**config.mk**
```make
export PLATFORM = sky130hd
export DESIGN_NAME = stim_switch_sequencer
export DESIGN_NICKNAME = d
export VERILOG_FILES = /design/src/rtl/stim_switch_sequencer.sv
export SDC_FILE = /design/constraint.sdc
export NUM_CORES = 1
export LEC_CHECK = 0
export ABC_AREA = 1
export BUFFER_PORTS_ARGS = -buffer_cell sky130_fd_sc_hd__buf_2
export CORE_AREA = 2 2 96 98
export CTS_BUF_LIST = sky130_fd_sc_hd__clkbuf_16
export CTS_CLUSTER_DIAMETER = 30
export DETAILED_ROUTE_END_ITERATION = 12
export DIE_AREA = 0 0 98 100
export HOLD_SLACK_MARGIN = 0.12
export PLACE_DENSITY = 0.47
export SLEW_MARGIN = 15
export SYNTH_ARGS = -nofsm -noshare
export SYNTH_HDL_FRONTEND = slang
export SYNTH_SLANG_ARGS = --single-unit
```
**constraint.sdc**
```tcl
create_clock -name clk -period 2 [get_ports clk]
set_input_delay 0.1 -clock clk [delete_from_list [all_inputs] [get_ports clk]]
set_output_delay 0.1 -clock clk [all_outputs]
set_load 0.02 [all_outputs]
```
**src/rtl/stim_switch_sequencer.sv**
```systemverilog
// Electrode switch / current DAC sequencer with break-before-make dead time, DAC settle
// and post-pair discharge. Define STIM_SOFT_RAMP_EN to ramp dac_code up by 1 per cycle.
module stim_switch_sequencer #(
    parameter int unsigned DEADTIME  = 4,
    parameter int unsigned SETTLE    = 2,
    parameter int unsigned DISCHARGE = 16,
    parameter int unsigned CW        = 8
) (
    input  logic       clk,
    input  logic       rst_n,
    input  logic       en_st,
    input  logic [4:0] mag_st,
    input  logic [2:0] chsel_hs,
    input  logic [2:0] chsel_ls,
    output logic [7:0] sw_hs,
    output logic [7:0] sw_ls,
    output logic [7:0] sw_short,
    output logic       dac_en,
    output logic [4:0] dac_code,
    output logic       busy,
    output logic       conflict_err
);

    typedef enum logic [2:0] {
        StIdle,
        StBlock,
        StDtOn,
        StDrive,
        StDtOff,
        StShort
    } state_e;

    localparam logic [CW-1:0] DtLoad  = CW'(DEADTIME - 1);
    localparam logic [CW-1:0] StLoad  = CW'(SETTLE - 1);
    localparam logic [CW-1:0] DisLoad = CW'(DISCHARGE - 1);

    state_e        state_q, state_d;
    logic [CW-1:0] cnt_q, cnt_d;
    logic          phase_q, phase_d;
    logic          pend_q, pend_d;
    logic          en_d;
    logic [2:0]    hs_q, hs_d, ls_q, ls_d;
    logic [4:0]    mag_q, mag_d;
    logic [2:0]    p_hs_q, p_hs_d, p_ls_q, p_ls_d;
    logic [4:0]    p_mag_q, p_mag_d;
    logic          closed_q, closed_d;
    logic          dac_on_q, dac_on_d;
    logic          err_q, err_d;
`ifdef STIM_SOFT_RAMP_EN
    logic [4:0]    code_q, code_d;
`endif

    logic rise, fall, conflict;
    assign rise     = en_st & ~en_d;
    assign fall     = ~en_st & en_d;
    assign conflict = (chsel_hs == chsel_ls);

    always_comb begin
        state_d  = state_q;
        cnt_d    = cnt_q;
        phase_d  = phase_q;
        pend_d   = pend_q;
        hs_d     = hs_q;
        ls_d     = ls_q;
        mag_d    = mag_q;
        p_hs_d   = p_hs_q;
        p_ls_d   = p_ls_q;
        p_mag_d  = p_mag_q;
        closed_d = closed_q;
        dac_on_d = dac_on_q;
        err_d    = err_q;
`ifdef STIM_SOFT_RAMP_EN
        code_d   = code_q;
`endif

        // Requests arriving while the previous pair winds down are queued, not dropped.
        if (state_q == StDtOff || state_q == StShort) begin
            if (rise) begin
                if (conflict) begin
                    err_d = 1'b1;
                end else begin
                    pend_d  = 1'b1;
                    p_hs_d  = chsel_hs;
                    p_ls_d  = chsel_ls;
                    p_mag_d = mag_st;
                end
            end else if (fall) begin
                pend_d = 1'b0;
            end
        end

        unique case (state_q)
            StIdle: begin
                if (pend_q) begin
                    pend_d = 1'b0;
                    if (en_st) begin
                        hs_d    = p_hs_q;
                        ls_d    = p_ls_q;
                        mag_d   = p_mag_q;
                        cnt_d   = DtLoad;
                        state_d = StDtOn;
                    end
                end else if (rise) begin
                    if (conflict) begin
                        err_d   = 1'b1;
                        state_d = StBlock;
                    end else begin
                        hs_d    = chsel_hs;
                        ls_d    = chsel_ls;
                        mag_d   = mag_st;
                        cnt_d   = DtLoad;
                        state_d = StDtOn;
                    end
                end
            end
            StBlock: begin
                if (fall) state_d = StIdle;
            end
            StDtOn: begin
                if (fall) begin
                    cnt_d   = DtLoad;
                    state_d = StDtOff;
                end else if (cnt_q == '0) begin
                    cnt_d    = StLoad;
                    closed_d = 1'b1;
                    state_d  = StDrive;
                end else begin
                    cnt_d = cnt_q - 1'b1;
                end
            end
            StDrive: begin
                if (fall) begin
                    dac_on_d = 1'b0;
                    cnt_d    = DtLoad;
                    state_d  = StDtOff;
`ifdef STIM_SOFT_RAMP_EN
                    code_d   = '0;
`endif
                end else if (cnt_q == '0) begin
                    dac_on_d = 1'b1;
`ifdef STIM_SOFT_RAMP_EN
                    if (!dac_on_q) begin
                        code_d = (mag_q == '0) ? 5'd0 : 5'd1;
                    end else if (code_q < mag_q) begin
                        code_d = code_q + 5'd1;
                    end
`endif
                end else begin
                    cnt_d = cnt_q - 1'b1;
                end
            end
            StDtOff: begin
                if (cnt_q == '0) begin
                    closed_d = 1'b0;
                    phase_d  = ~phase_q;
                    if (phase_q) begin
                        cnt_d   = DisLoad;
                        state_d = StShort;
                    end else begin
                        state_d = StIdle;
                    end
                end else begin
                    cnt_d = cnt_q - 1'b1;
                end
            end
            StShort: begin
                if (cnt_q == '0) begin
                    state_d = StIdle;
                end else begin
                    cnt_d = cnt_q - 1'b1;
                end
            end
            default: state_d = StIdle;
        endcase
    end

    always_ff @(posedge clk or negedge rst_n) begin
        if (!rst_n) begin
            state_q  <= StIdle;
            cnt_q    <= '0;
            phase_q  <= 1'b0;
            pend_q   <= 1'b0;
            en_d     <= 1'b0;
            hs_q     <= '0;
            ls_q     <= '0;
            mag_q    <= '0;
            p_hs_q   <= '0;
            p_ls_q   <= '0;
            p_mag_q  <= '0;
            closed_q <= 1'b0;
            dac_on_q <= 1'b0;
            err_q    <= 1'b0;
`ifdef STIM_SOFT_RAMP_EN
            code_q   <= '0;
`endif
        end else begin
            state_q  <= state_d;
            cnt_q    <= cnt_d;
            phase_q  <= phase_d;
            pend_q   <= pend_d;
            en_d     <= en_st;
            hs_q     <= hs_d;
            ls_q     <= ls_d;
            mag_q    <= mag_d;
            p_hs_q   <= p_hs_d;
            p_ls_q   <= p_ls_d;
            p_mag_q  <= p_mag_d;
            closed_q <= closed_d;
            dac_on_q <= dac_on_d;
            err_q    <= err_d;
`ifdef STIM_SOFT_RAMP_EN
            code_q   <= code_d;
`endif
        end
    end

    // Cathodic phase (phase_q=1) reverses current direction by swapping source and sink.
    logic [2:0] src, snk;
    logic       drive_sw;
    always_comb begin
        src      = phase_q ? ls_q : hs_q;
        snk      = phase_q ? hs_q : ls_q;
        drive_sw = (state_q == StDrive) || (state_q == StDtOff && closed_q);
        sw_hs    = drive_sw ? (8'd1 << src) : 8'd0;
        sw_ls    = drive_sw ? (8'd1 << snk) : 8'd0;
        sw_short = (state_q == StShort) ? ((8'd1 << hs_q) | (8'd1 << ls_q)) : 8'd0;
        dac_en   = dac_on_q;
`ifdef STIM_SOFT_RAMP_EN
        dac_code = dac_on_q ? code_q : 5'd0;
`else
        dac_code = dac_on_q ? mag_q : 5'd0;
`endif
        busy         = (state_q != StIdle);
        conflict_err = err_q;
    end

endmodule
```
==> results_dict.tcl <==
set metrics [dict create \
    p_sw_frac 0.473 \
    routedWlPerCell_um 11.4 \
    grt_pass1_vias 2337 \
    htreeDepth 2 \
    grt.total_usage 0.133 \
    cp.required_ns 1.90 \
    area_growth_syn_to_layout_pct 24.5 \
    die_h_um 100 \
    detailed_place_hpwl_mm 4.74 \
    die-area_um2 9800 \
    initial_core_util 0.287 \
    layout-drive-gt1-share 0.208 \
    synth_area_per_cell_um2 6.87 \
    wl_mm 6.19 \
    pwr-share-clk 0.181 \
    synth_cells 371 \
    synth_area_leaders "dfrtp_1 38%, nand2_1 16%, inv_1 6.9%, nand3_1 6.5%, o21ai_0 5.7%" \
    hp-class "primary input to flip-flop" \
    drv_cap 0 \
    syn_nets 388 \
    grt-ovfl-total 0 \
    drc 0 \
    port_buffers 45 \
    clk_latency_ns 0.28 \
    p_leak_nw 1.66 \
    yosys.area.top_type "dfrtp_1" \
    ir_drop_mv 0.423 \
    hold_ws_ns 0.120 \
    viasPerCell 4.57 \
    synth_seq_cells 39 \
    gp_congestion 0.772 \
    cell_internal_pwr_mw 2.26 \
    grt_start_max_net_pins 24 \
    cts_num_sinks 39 \
    nets 449 \
    final_util 0.357 \
    grt_first_pass_wirelength_mm 10.7 \
    p_switching_mw 2.02 \
    p_per_area_nw_per_um2 1350 \
    period_share 0.897 \
    r2r-start "cnt_q[0]" \
    cp.arrival_ns 1.69 \
    fin_crit_ns 1.79 \
    clk_path_buf_depth 2 \
    fin_tns_setup_ns 0 \
    synth.cell_area_um2 2550 \
    cts_tree "done" \
    seq_area_frac_synth 0.383 \
    cts_made_buffers 5 \
    clk_pin_slew_ns 0.06 \
    vias 2480 \
    stdcell_count 543 \
    hp-start "chsel_hs[2]" \
    start_kind "flip-flop" \
    num_rows 35 \
    finalHoldViolCount 0 \
    status "complete, no violations" \
    die_w_um 98 \
    p_comb_frac 0.490 \
    place_inst 524 \
    clock.fmax_ghz 0.557 \
    path_max_fanout 8 \
    end_kind "primary output" \
    drt_pass1_iterations 4 \
    core-area_um2 8890 \
    final_max_slew_viol_count 0 \
    antenna_found_initial 0 \
    cp-startpoint "state_q[1]" \
    ys_types 27 \
    skew_ns 0.00846 \
    setup_viol 0 \
    drtAntennaViolNets 0 \
    num_io_pins 46 \
    ys_warn_count 0 \
    cts.root.buffer_cell "clkbuf_16" \
    slew_headroom 0.677 \
    antenna_cells 0 \
    postCtsSetupRepairBufs 0 \
    drtIter0Drc 81 \
    synth_top_area_frac 0.383 \
    tightest_slew_ns 0.484 \
    crit_type "flip-flop to primary output" \
    p_seq_frac 0.329 \
]
==> worst paths after layout <==
path | to | cells after the start | slack (ns)
worst max-delay path | sw_ls[6] | 6 | 0.21
worst min-delay path | p_hs_q[2] | 3 | 0.12
worst max register to register | cnt_q[0] | 10 | 0.24
worst min register to register | conflict_err | 2 | 0.47
max in group asynchronous | state_q[1] | 3 | 1.14
min in group asynchronous | cnt_q[4] | 2 | 0.31
==> cells in the final DEF (no fill, tap or decap), drive strengths merged <==
cell type,instances
a21boi,1
a21oi,14
a31oi,2
buf,49
clkbuf,5
clkinv,2
dfrtp,39
dlygate4sd3,12
ha,3
inv,54
nand2,119
nand3,34
nand4,2
nor2,40
o211ai,1
o21ai,50
o21bai,1
xnor2,1
xor2,3
==> routing by layer <==
layer  wire length, um  GRT usage  up-vias
met3               150     0.0279       10
met2              3020      0.230       33
met4                69     0.0374        0
met5                 0          0        -
met1              2940      0.170     1146
li1                  -          -     1291
==> state kept, by name, summed over array words and instances (netlist names), 3 cells and up <==
name	count
cnt_q	8
ls_q	3
p_hs_q	3
hs_q	3
p_mag_q	5
p_ls_q	3
state_q	3
mag_q	5
==> power by group through the flow <==
stage               sequential, mW  clock (mW)  combinational, mW
floorplan                     1.32           0               1.63
CTS                           1.39       0.796               2.10
global route                  1.46       0.838               2.45
global placement              1.40           0               2.07
finish                        1.41       0.777               2.10
detailed placement            1.41           0               2.08
==> synthesized netlist by cell type (all sizes together) <==
cell,count
nand4,2
o21bai,1
o21ai,50
o211ai,1
nor2,40
nand3,34
ha,3
xor2,3
dfrtp,39
xnor2,1
clkbuf,2
a21oi,14
nand2,119
a21boi,1
a31oi,2
buf,5
inv,54
==> cell type report <==
cell class                 instances  area, um^2
sequential                        39         978
timing repair buffer              61         375
inverter                          54         203
clock buffer                       5         125
tap                              111         139
multi-input combinational        271        1340
clock inverter                     2        13.8
fill                             964        5710
==> metrics by stage <==
stage          total power [mW]  instance area (um^2)  worst slack, ns
3_3_place_gp               3.48                  2900            0.281
4_1_cts                    4.29                  3160           0.0722
3_5_place_dp               3.49                  2900            0.242
6_report                   4.28                  3180            0.205
5_1_grt                    4.74                  3180         -0.00282
2_1_floorplan              2.95                  2550            0.378
==> critical path, cell delays in order (launching register included) <==
cell,delay (ns)
dfrtp_2,0.48
nor2_4,0.15
nand2_2,0.12
o21ai_4,0.25
nand3_1,0.13
nor2_1,0.12
buf_2,0.17
==> cells by family after synthesis <==
kind of cell             after synthesis  share of synthesized area
adder cells (fa/ha/maj)                3                     0.0147
XOR/XNOR                               4                     0.0137
buffers and inverters                 61                     0.0972
flip-flops                            39                      0.383
AND/OR/NAND/NOR                      195                      0.348
AO/OA/AOI/OAI                         69                      0.144
==> what timing repair did <==
item                                   4_1_cts  5_1_grt
setup endpoints to repair                    0       16
hold buffers                                12        0
resized for setup                            0        7
endpoints found under the hold margin       29        0
No activity file was read; power rests on OpenSTA's default activity.
